`src/rtl/branch_repair_unit_pkg.sv`:
```
// rtl/branch_repair_unit_pkg.sv - shared types and helpers for the branch repair unit
//
// Purpose : FSM state encoding, default widths and the fall-through PC helper
//           used by branch_repair_unit.
// Contents: BR_CKPT_W_DEF / BR_REPAIR_W_DEF default widths,
//           br_state_e one-hot state type,
//           br_fallthrough_pc() branch PC to not-taken target (skips delay slot).
package branch_repair_unit_pkg;

    localparam int BR_CKPT_W_DEF   = 32;
    localparam int BR_REPAIR_W_DEF = 4;

    // One-hot so each state decode is a single flop bit.
    typedef enum logic [3:0] {
        ST_IDLE     = 4'b0001,
        ST_WAIT_DS  = 4'b0010,
        ST_FLUSH    = 4'b0100,
        ST_REDIRECT = 4'b1000
    } br_state_e;

    // Not-taken resume point: branch + delay slot, wrapping at 32 bits.
    function automatic logic [31:0] br_fallthrough_pc(input logic [31:0] vaddr);
        return vaddr + 32'd8;
    endfunction

endpackage

```
`src/rtl/branch_repair_unit.sv`:
```
// rtl/branch_repair_unit.sv - mispredict repair: flush, checkpoint restore, IF redirect
//
// Purpose : Accepts one resolved mispredict from SBA, waits for its delay slot
//           to leave ID, flushes younger stages for one cycle while restoring
//           the predictor checkpoint, then holds a redirect to IF until IF
//           accepts it. A CP0 exception aborts the sequence in any state.
// Ports   : clk, rst_n (async active-low)
//           SBA_*_i       resolved branch bundle from SBA
//           ID_dsIssued_w_i, CP0_excOccur_w_i, IF_redirectReady_w_i
//           BR_busy_w_o, BR_flush_w_o, BR_restoreValid_o,
//           BR_restoreCheckPoint_o, BR_restoreAction_o,
//           BR_redirectValid_o, BR_redirectDest_o, BR_mispredCnt_o
// All outputs are registered; nothing from SBA_* reaches BR_redirect* in the same cycle.
module branch_repair_unit
    import branch_repair_unit_pkg::*;
#(
    parameter int CKPT_W    = BR_CKPT_W_DEF,
    parameter int REPAIR_W  = BR_REPAIR_W_DEF,
    parameter bit DS_BYPASS = 1'b0
) (
    input  logic                clk,
    input  logic                rst_n,
    input  logic                SBA_valid_w_i,
    input  logic                SBA_branchRisk_i,
    input  logic                SBA_corrTake_i,
    input  logic [31:0]         SBA_corrDest_i,
    input  logic [31:0]         SBA_VAddr_i,
    input  logic [REPAIR_W-1:0] SBA_repairAction_i,
    input  logic [CKPT_W-1:0]   SBA_checkPoint_i,
    input  logic                ID_dsIssued_w_i,
    input  logic                CP0_excOccur_w_i,
    input  logic                IF_redirectReady_w_i,
    output logic                BR_busy_w_o,
    output logic                BR_flush_w_o,
    output logic                BR_restoreValid_o,
    output logic [CKPT_W-1:0]   BR_restoreCheckPoint_o,
    output logic [REPAIR_W-2:0] BR_restoreAction_o,
    output logic                BR_redirectValid_o,
    output logic [31:0]         BR_redirectDest_o,
    output logic [31:0]         BR_mispredCnt_o
);

    br_state_e             state_q, state_d;
    logic                  accept;
    logic                  complete;

    logic                  busy_q;
    logic                  flush_q;
    logic                  restore_q;
    logic                  redir_valid_q;
    logic [CKPT_W-1:0]     ckpt_q;
    logic [REPAIR_W-2:0]   action_q;
    logic [31:0]           dest_q;
    logic [31:0]           cnt_q;

    // Next state; CP0 overrides every other transition.
    always_comb begin
        state_d  = state_q;
        accept   = 1'b0;
        complete = 1'b0;
        if (CP0_excOccur_w_i) begin
            state_d = ST_IDLE;
        end else begin
            case (state_q)
                ST_IDLE: begin
                    if (SBA_valid_w_i && SBA_branchRisk_i && SBA_repairAction_i[REPAIR_W-1]) begin
                        accept = 1'b1;
                        if (DS_BYPASS) state_d = ST_FLUSH;
                        else           state_d = ST_WAIT_DS;
                    end
                end
                ST_WAIT_DS: begin
                    if (ID_dsIssued_w_i) state_d = ST_FLUSH;
                end
                ST_FLUSH: begin
                    state_d = ST_REDIRECT;
                end
                ST_REDIRECT: begin
                    if (IF_redirectReady_w_i) begin
                        state_d  = ST_IDLE;
                        complete = 1'b1;
                    end
                end
                default: begin
                    state_d = ST_IDLE;
                end
            endcase
        end
    end

    // State plus registered outputs decoded from the next state, so each
    // output lines up exactly with the state it belongs to.
    always_ff @(posedge clk or negedge rst_n) begin
        if (!rst_n) begin
            state_q       <= ST_IDLE;
            busy_q        <= 1'b0;
            flush_q       <= 1'b0;
            restore_q     <= 1'b0;
            redir_valid_q <= 1'b0;
            ckpt_q        <= '0;
            action_q      <= '0;
            dest_q        <= '0;
            cnt_q         <= '0;
        end else begin
            state_q       <= state_d;
            busy_q        <= (state_d != ST_IDLE);
            flush_q       <= (state_d == ST_FLUSH);
            restore_q     <= (state_d == ST_FLUSH);
            redir_valid_q <= (state_d == ST_REDIRECT);
            if (accept) begin
                ckpt_q   <= SBA_checkPoint_i;
                action_q <= SBA_repairAction_i[REPAIR_W-2:0];
                dest_q   <= SBA_corrTake_i ? SBA_corrDest_i : br_fallthrough_pc(SBA_VAddr_i);
            end
            if (complete) begin
                cnt_q <= cnt_q + 32'd1;
            end
        end
    end

    assign BR_busy_w_o            = busy_q;
    assign BR_flush_w_o           = flush_q;
    assign BR_restoreValid_o      = restore_q;
    assign BR_restoreCheckPoint_o = ckpt_q;
    assign BR_restoreAction_o     = action_q;
    assign BR_redirectValid_o     = redir_valid_q;
    assign BR_redirectDest_o      = dest_q;
    assign BR_mispredCnt_o        = cnt_q;

endmodule

```
`config.mk`:
```
export PLATFORM = sky130hd
export DESIGN_NAME = branch_repair_unit
export DESIGN_NICKNAME = d
export VERILOG_FILES = /design/src/rtl/branch_repair_unit_pkg.sv /design/src/rtl/branch_repair_unit.sv
export SDC_FILE = /design/constraint.sdc
export NUM_CORES = 1
export LEC_CHECK = 0
export ABC_AREA = 1
export CAP_MARGIN = 15
export CORE_ASPECT_RATIO = 1.4
export CORE_UTILIZATION = 40
export CTS_CLUSTER_SIZE = 12
export DETAILED_ROUTE_END_ITERATION = 10
export GPL_ROUTABILITY_DRIVEN = 0
export PLACE_DENSITY = 0.8
export SLEW_MARGIN = 20
export SYNTH_ARGS = -nofsm -noshare
export SYNTH_HDL_FRONTEND = slang
export SYNTH_SLANG_ARGS = --single-unit
export TNS_END_PERCENT = 5
```
`constraint.sdc`:
```
create_clock -name clk -period 1.49 [get_ports clk]
set_input_delay 0.298 -clock clk [delete_from_list [all_inputs] [get_ports clk]]
set_output_delay 0.298 -clock clk [all_outputs]
set_load 0.005 [all_outputs]
```
### After elaboration in Yosys (flattened, before gate mapping)

Cells that the tools add are included.

* register bits after elaboration: 106
* output and inout bits: 103

* add/subtract/negate cells: 2
* eq/ne operators: 7
* reductions and logical operators: 2
* mux-type cells: 12

Operators by type and width (number)
* adder 32 x 1 -> 32 bit (second input constant): 1
* adder 32 x 4 -> 32 bit (second input constant): 1
* two-way mux 32 bit: 1
* two-way mux 4 bit: 4
* case mux 4 bit (4 select lines): 1
* == test 4 x 3 -> 1 bit (second input constant): 2
* == test 4 bit (second input constant): 2
* two-way mux 1 bit: 6
* == test 4 x 1 -> 1 bit (second input constant): 1
* == test 4 x 2 -> 1 bit (second input constant): 1
* != test 4 x 1 -> 1 bit (second input constant): 1
* logical AND 1 bit: 2

### Depth between registers and ports, before layout

Gate-level depths: netlist of the first run.

* word-level depth: 6
* mapped depth: 10
* depth with buffers taken out: 10

### Worst setup path before layout of the first run

Ideal clock, no wire load.

* path type: reg2reg
* start: reg cnt_q[0] (netlist: BR_mispredCnt_o[0])
* end: reg cnt_q[22] (netlist: BR_mispredCnt_o[22])
* cell stages (with the launch flop): 9
* path buffers: 0
* path slack: 43 ps
* arrival: 1326 ps
* cell sequence: dfrtp_1 > ha_1 > inv_1 > nor2_4 > nand3_2 > nor2_4 > nand2_4 > o21ai_1 > nand2_1

* longest elaborated chain between the ends: 1

RTL lines
* start: declaration: line branch_repair_unit.sv:54 `logic [31:0] cnt_q;`
* start signal: assignment: line branch_repair_unit.sv:116 `cnt_q <= cnt_q + 32'd1;`
* adder 32 x 1 -> 32 bit: line branch_repair_unit.sv:116

No other way between the ends.
A chain may end at the register's enable or synchronous reset.

### Worst setup path after layout of the first run

* start: reg state_q[3]
* end: reg dest_q[9] (netlist: BR_redirectDest_o[9])

* longest elaborated chain between the ends: 3

RTL lines
* start: declaration: line branch_repair_unit.sv:43 `br_state_e state_q, state_d;`
* start signal: assignment: line branch_repair_unit.sv:105 `state_q <= state_d;`
* == test 4 x 1 -> 1 bit: line branch_repair_unit.sv:64 `case (state_q)`
* two-way mux 1 bit: line branch_repair_unit.sv:64
* two-way mux 1 bit: line branch_repair_unit.sv:61 `if (CP0_excOccur_w_i) begin`
* end signal: assignment: line branch_repair_unit.sv:113 `dest_q <= SBA_corrTake_i ? SBA_corrDest_i : br_fallthrough_pc(SBA_VAddr_i);`
* end: declaration: line branch_repair_unit.sv:53 `logic [31:0] dest_q;`

No other way between the ends.

==> flow_metrics.env, run 1 <==
export IMPL_period_share_pct=105
export IMPL_detail_route_first_pass_iterations=5
export IMPL_cells_traversed_along_the_worst_timing_path="nor2_2 > nand2_2 > nor2_4 > nand3_4 > buf_12 > buf_12 > a21oi_2 > a2bb2oi_2"
export IMPL_syn_to_final_growth_pct=64.3
export IMPL_drtAntennaViolNets=0
export IMPL_drcViolationCount=0
export IMPL_number_of_port_buffers=210
export IMPL_synth_area_leader_cell="dfrtp_1"
export IMPL_grtUsageTotal_pct=26.1
export IMPL_setup_violations_final=66
export IMPL_worstPathArrival_ps=1810
export IMPL_number_of_antenna_violations_at_the_first_check_in_global_routing=2
export IMPL_clockRootBuffer="clkbuf_16"
export IMPL_regToRegSetupSlack_ps=-80
export IMPL_synth_nets=945
export IMPL_die_h_um=146
export IMPL_timing_critical_path_fanout_max=10
export IMPL_critPathMaxStageDelay_ps=420
export IMPL_synth_cells=835
export IMPL_hold_vio_cnt_final=0
export IMPL_grt_first_pass_wirelength_um=31500
export IMPL_slew_limit_headroom_pct=76.8
export IMPL_synth_most_common_cell="nand2_1"
export IMPL_synth_async_sr_flop_share_pct=100
export IMPL_grt_max_degree=54
export IMPL_layout_setup_ws_ps=-81.5
export IMPL_status="finished with violations"
export IMPL_timing_hold_ws_ps=357
export IMPL_timing_hold_worst_class="primary input to asynchronous set/reset pin"
export IMPL_vias_in_the_first_global_route=6786
export IMPL_path_common_cell="buf_12"
export IMPL_power_density_mw_per_mm2=801
export IMPL_die_ar_sq_mm=0.0154
export IMPL_cp_start_kind="register"
export IMPL_yosys_warnings=0
export IMPL_syn_cell_area_sq_mm=0.00596
export IMPL_critical_path_endpoint_type="register"
export IMPL_cts_htree_levels=3
export IMPL_finalCriticalPeriod_ps=1570
export IMPL_core_area_sq_mm=0.0145
export IMPL_dominantRegCellSynth="dfrtp_1"
export IMPL_tritoncts="built"
export IMPL_synth_area_top_cells="dfrtp_1 44%, nand2_1 23%, nor2_1 7.5%"
export IMPL_finish_net_count=1264
export IMPL_clock_tree_buffer_depth=2
export IMPL_violations="negative setup slack"
export IMPL_place_hpwl_um=15000
export IMPL_worstMarginPinSlew_ps=346
export IMPL_worstPathRequired_ps=1720
export IMPL_peak_supply_drop_v=0.000811
export IMPL_area_used_by_sequential_logic_in_the_layout_sq_mm=0.00266
export IMPL_cts_buffers_inserted=9
export IMPL_core_rowCount=52
export IMPL_setup_repair_after_global_routing_missed_its_margin="true"
export IMPL_multi_input_area_sq_mm=0.00317
export IMPL_p_leak_nw=5.01
export IMPL_clock_latency_ps=360
export IMPL_synth_top_area_share_pct=44.1
export IMPL_final_max_slew_viol_count=0
export IMPL_worstSetupStartpoint="state_q[3]"
export IMPL_clock_sinks=106
export IMPL_floorplan_initialDensity_pct=41.0
export IMPL_synth_sequential_area_ratio_pct=44.6
export IMPL_route_vias_total=6742
export IMPL_design_portCount=211
export IMPL_synth_cells_most_frequent="367 x nand2_1, 119 x nor2_1, 105 x dfrtp_1"
export IMPL_synth_edf_count=0
export IMPL_maxClockFrequency_mhz=636
export IMPL_syn_mean_instance_area_sq_um=7.13
export IMPL_criticalPathCategory="register to register"
export IMPL_fin_setup_tns_ps=-3150
export IMPL_vias_per_cell=4.99
export IMPL_grt_remaining_overflow=0
export IMPL_worstPathBufferInverterCount=2
export IMPL_die_w_um=105
export IMPL_nFillCells=1191
export IMPL_synth_distinct_cells=38
export IMPL_worst_path_dominant_cell_family="simple AND/OR/NAND/NOR gates"
export IMPL_critical_path_slowest_cell="dfrtp_1"
export IMPL_postSynthRegisterBits=106
export IMPL_wl_per_instance_um=15.6
export IMPL_max_cap_viol_count=0
export IMPL_drt_total_wl_um=21100
export IMPL_initialDrtViolationCount=336
export IMPL_clkTransAtPathRegs_ps=90
export IMPL_fin_worst_skew_ps=17.9
export IMPL_share_of_layout_cells_above_drive_strength_1_pct=19.7
export IMPL_timing_rr_start="state_q[3]"
placed cells by master, fill, tap and decap left out, types with 2 or more instances in the layout:
master,n
clkbuf_16,15
dlygate4sd2_1,100
a21oi_2,7
inv_8,4
clkdlybuf4s50_1,101
nor3_1,2
o21a_1,3
buf_12,12
nand3_4,2
nand2_1,361
nand3_2,2
inv_1,52
a2bb2oi_2,3
nand2_4,2
nor3b_1,2
o21bai_1,7
nand3b_1,5
o21ai_1,6
buf_6,7
inv_2,2
xnor2_1,7
nor2_1,90
o21ai_0,11
diode_2,2
dfrtp_1,101
a21boi_2,2
xor2_1,12
nand3_1,45
inv_6,2
nand4_1,8
dfrtp_2,4
nor2_2,29
o31ai_2,4
a21oi_1,2
nor2_4,17
nand2_2,10
buf_4,96
dlymetal6s2s_1,7
a21boi_1,2
metal layers:
| metal | wire length (um) | up-vias | track usage (%) |
|---|---|---|---|
| li1 | - | 3234 | - |
| met1 | 7420 | 3129 | 26.3 |
| met2 | 11300 | 308 | 49.4 |
| met3 | 1380 | 71 | 5.18 |
| met4 | 1040 | 0 | 14.6 |
| met5 | 0 | - | 0 |
cell type report:
cell class / instances / area share (%)
multi-input combinational: 650 / 32.4
timing repair buffer: 332 / 32.7
clock buffer: 9 / 2.30
tap: 189 / 2.42
clock inverter: 7 / 0.767
inverter: 55 / 2.19
antenna: 2 / 0.0511
sequential: 106 / 27.2
worst reg2reg max path: cells and delay by family (launching register included):
kind,cells,cell delay (ps)
AO/OA/AOI/OAI,2,180
buffers and inverters,2,330
flip-flops,1,420
AND/OR/NAND/NOR,4,520
flip-flops by register name, indices dropped and copies added (netlist names):
register                count
BR_busy_w_o                 1
BR_mispredCnt_o            32
BR_redirectDest_o          32
BR_redirectValid_o          1
BR_restoreAction_o          3
BR_restoreCheckPoint_o     32
BR_restoreValid_o           1
state_q                     4
worst paths after layout:
path / to / cells after the start
max: BR_redirectDest_o[9] / 8
max reg2reg: BR_redirectDest_o[9] / 8
min reg2reg: BR_restoreCheckPoint_o[8] / 2
min: BR_redirectDest_o[23] / 2
min in group clk: BR_redirectDest_o[9] / 4
max in group asynchronous: state_q[0] / 3
per-stage QoR:
| step | setup slack (ps) | instances | util (%) | area (sq um) | power, W |
|---|---|---|---|---|---|
| after floorplan | 43.3 | 835 | - | 5960 | 0.00411 |
| after global placement | -395 | 1305 | 61.9 | 8980 | 0.00557 |
| after detailed placement | -455 | 1305 | 61.9 | 8980 | 0.00562 |
| after CTS | -115 | 1331 | 63.8 | 9260 | 0.00778 |
| after global routing | -157 | 1348 | 67.4 | 9780 | 0.00821 |
| final | -81.5 | 1350 | 67.5 | 9790 | 0.00784 |
cells by family after synthesis:
| family | after synthesis | synth area share (%) |
|---|---|---|
| AO/OA/AOI/OAI | 49 | 5.55 |
| XOR/XNOR | 19 | 2.79 |
| adder cells (fa/ha/maj) | 2 | 0.420 |
| buffers and inverters | 79 | 5.99 |
| flip-flops | 106 | 44.6 |
| AND/OR/NAND/NOR | 580 | 40.7 |
power by group:
part           total (W)  switching (W)  internal, W
clock network    0.00245        0.00125      0.00120
logic            0.00186       0.000819      0.00104
registers        0.00353       0.000253      0.00328
total            0.00784        0.00233      0.00552
repair_timing:
| item | 4_1_cts | 5_1_grt |
|---|---|---|
| gates resized for setup | 111 | 74 |
| buffers inserted | 9 | 7 |
| hold buffers | 1 | 0 |
| pin swaps | 2 | 16 |
| hold endpoints to repair | 14 | 0 |
| setup endpoints to repair | 125 | 94 |
| gates cloned | 0 | 10 |
Power figures use the tool's default switching activity.
==> run 2: changes to the inputs <==
Clock period 1.49 ns to 1.37 ns, I/O delays scaled along.
==> run 2 against run 1 <==
The run still ends with negative setup slack left. Non-clock buffer count rose by 52. Sequential power rose by 8.2%. Routed wire length rose by 0.15%. Critical path depth rose by 2. Highest routed layer unchanged. Clock skew fell by 4.4 ps. Sequential share of layout area fell by 0.97 points. Die area did not move. First-iteration DRC count fell by 15%. Worst hold slack improved by 49 ps. Critical endpoint is now BR_redirectDest_o[31]. Critical path type is now primary input to register.
==> flow_metrics.env, run 2 (synthesis results as in run 1) <==
export IMPL_final_cell_mix="358 x nand2_1, 152 x buf_4, 102 x dfrtp_1, 102 x clkdlybuf4s50_1, 89 x dlygate4sd2_1"
export IMPL_clkTransAtPathRegs_ps=80
export IMPL_timing_hold_ws_ps=406
export IMPL_fin_setup_tns_ps=-8150
export IMPL_violations="negative setup slack"
export IMPL_vias_in_the_first_global_route=6747
export IMPL_comb_power_share_pct=24.2
export IMPL_finish_net_count=1316
export IMPL_share_clk_of_total_power_pct=30.3
export IMPL_clock_sinks=106
export IMPL_preCtsSetupSlack_ps=-646
export IMPL_worstPathBufferInverterCount=1
export IMPL_worstPathRequired_ps=1610
export IMPL_grtUsageTotal_pct=26.5
export IMPL_fin_worst_skew_ps=13.5
export IMPL_regToRegSetupSlack_ps=-150
export IMPL_grt_max_degree=43
export IMPL_status="finished with violations"
export IMPL_die_h_um=146
export IMPL_number_of_port_buffers=210
export IMPL_place_hpwl_um=14900
export IMPL_hold_vio_cnt_final=0
export IMPL_cts_buffers_inserted=9
export IMPL_detail_route_first_pass_iterations=5
export IMPL_clockRootBuffer="clkbuf_16"
export IMPL_nFillCells=1119
export IMPL_grt_first_pass_wirelength_um=32000
export IMPL_finalCriticalPeriod_ps=1540
export IMPL_drcViolationCount=0
export IMPL_cells_traversed_along_the_worst_timing_path="clkdlybuf4s50_1 > nand2_1 > nor2_1 > nand2_1 > nor2_1 > nand2_1 > nand2_1 > nand3_1 > nand2_1 > nand2_1"
export IMPL_wl_per_instance_um=15.1
export IMPL_final_max_slew_viol_count=0
export IMPL_criticalPathCategory="primary input to register"
export IMPL_power_report_internal_total_w=0.00597
export IMPL_share_seq_of_total_power_pct=45.6
export IMPL_critical_path_endpoint_type="register"
export IMPL_number_of_antenna_violations_at_the_first_check_in_global_routing=0
export IMPL_place_area_sq_mm=0.00917
export IMPL_timing_hold_worst_class="primary input to asynchronous set/reset pin"
export IMPL_tritoncts="built"
export IMPL_initialDrtViolationCount=287
export IMPL_syn_to_final_growth_pct=70.3
export IMPL_die_w_um=105
export IMPL_design_portCount=211
export IMPL_worstPathArrival_ps=1780
export IMPL_peak_supply_drop_v=0.000667
export IMPL_vias_per_cell=4.89
export IMPL_floorplan_initialDensity_pct=41.0
export IMPL_worstMarginPinSlew_ps=405
export IMPL_slew_limit_headroom_pct=73.0
export IMPL_final_core_density_pct=69.9
export IMPL_power_density_mw_per_mm2=826
export IMPL_core_area_sq_mm=0.0145
export IMPL_reported_net_switching_power_w=0.00242
export IMPL_clock_tree_buffer_depth=2
export IMPL_core_rowCount=52
export IMPL_grt_remaining_overflow=0
export IMPL_cts_htree_levels=3
export IMPL_sw_frac_of_total_pct=28.8
export IMPL_period_share_pct=112
export IMPL_critical_path_slowest_cell="clkdlybuf4s50_1"
export IMPL_cp_start_kind="primary input"
export IMPL_fin_area_sq_mm=0.0101
export IMPL_max_cap_viol_count=0
export IMPL_maxClockFrequency_mhz=650
export IMPL_setup_repair_after_global_routing_missed_its_margin="true"
export IMPL_num_antenna_cells=0
export IMPL_final_common_cell="nand2_1"
export IMPL_p_leak_nw=5.15
export IMPL_layout_setup_ws_ps=-169
export IMPL_drtAntennaViolNets=0
export IMPL_timing_critical_path_fanout_max=3
export IMPL_die_ar_sq_mm=0.0154
export IMPL_drt_total_wl_um=21100
export IMPL_setup_violations_final=97
export IMPL_clock_latency_ps=350
export IMPL_worst_path_dominant_cell_family="simple AND/OR/NAND/NOR gates"
export IMPL_path_common_cell="nand2_1"
export IMPL_share_of_layout_cells_above_drive_strength_1_pct=25.7
export IMPL_route_vias_total=6850
export IMPL_critPathMaxStageDelay_ps=570
==> run 2: power groups by stage <==
stage / Sequential [W] / Clock [W] / Combinational, W
final: 0.00382 / 0.00254 / 0.00203
after global routing: 0.00387 / 0.00274 / 0.00221
after CTS: 0.00381 / 0.00260 / 0.00195
after detailed placement: 0.00387 / 0 / 0.00224
after global placement: 0.00386 / 0 / 0.00220
after floorplan: 0.00388 / 0 / 0.000583
==> run 2: worst paths after layout <==
| kind | from | end | cells after the start |
|---|---|---|---|
| max in group asynchronous | rst_n | BR_restoreCheckPoint_o[17] | 3 |
| worst max-delay path | SBA_VAddr_i[24] | BR_redirectDest_o[31] | 10 |
| min in group clk | SBA_VAddr_i[6] | BR_redirectDest_o[6] | 5 |
| worst min register to register | BR_redirectDest_o[20] | BR_redirectDest_o[20] | 2 |
| worst max register to register | BR_mispredCnt_o[0] | BR_mispredCnt_o[18] | 10 |
| worst min-delay path | rst_n | state_q[1] | 2 |
==> run 2: area by class of cell <==
| type | instances | area, sq um | area share [%] |
|---|---|---|---|
| clock buffers | 10 | 229 | 2.26 |
| clock inverters | 6 | 58.8 | 0.580 |
| inverters | 55 | 219 | 2.16 |
| multi-input cells | 650 | 3280 | 32.3 |
| flip-flops and latches | 106 | 2660 | 26.2 |
| well taps | 189 | 236 | 2.33 |
| repair buffers | 384 | 3460 | 34.2 |
==> run 2: stage by stage <==
stage	total power (W)	instances
floorplan	0.00447	835
global placement	0.00606	1331
detailed placement	0.00611	1331
CTS	0.00837	1384
global route	0.00881	1400
finish	0.00838	1400
==> run 2: repair_timing <==
action                                  CTS  global route
hold buffers                              1             0
pin swaps                                12            12
endpoints found under the setup margin  197           112
cloned                                    0             3
buffers inserted                         37            14
resized for setup                       159            88
endpoints found under the hold margin    20             0
==> run 2: routing by layer <==
metal | wire length [um] | global-route usage (%) | up-vias
met4 | 934 | 13.0 | 0
met1 | 7270 | 27.5 | 3164
met5 | 0 | 0 | -
li1 | - | - | 3338
met2 | 11700 | 50.3 | 287
met3 | 1280 | 5.31 | 61
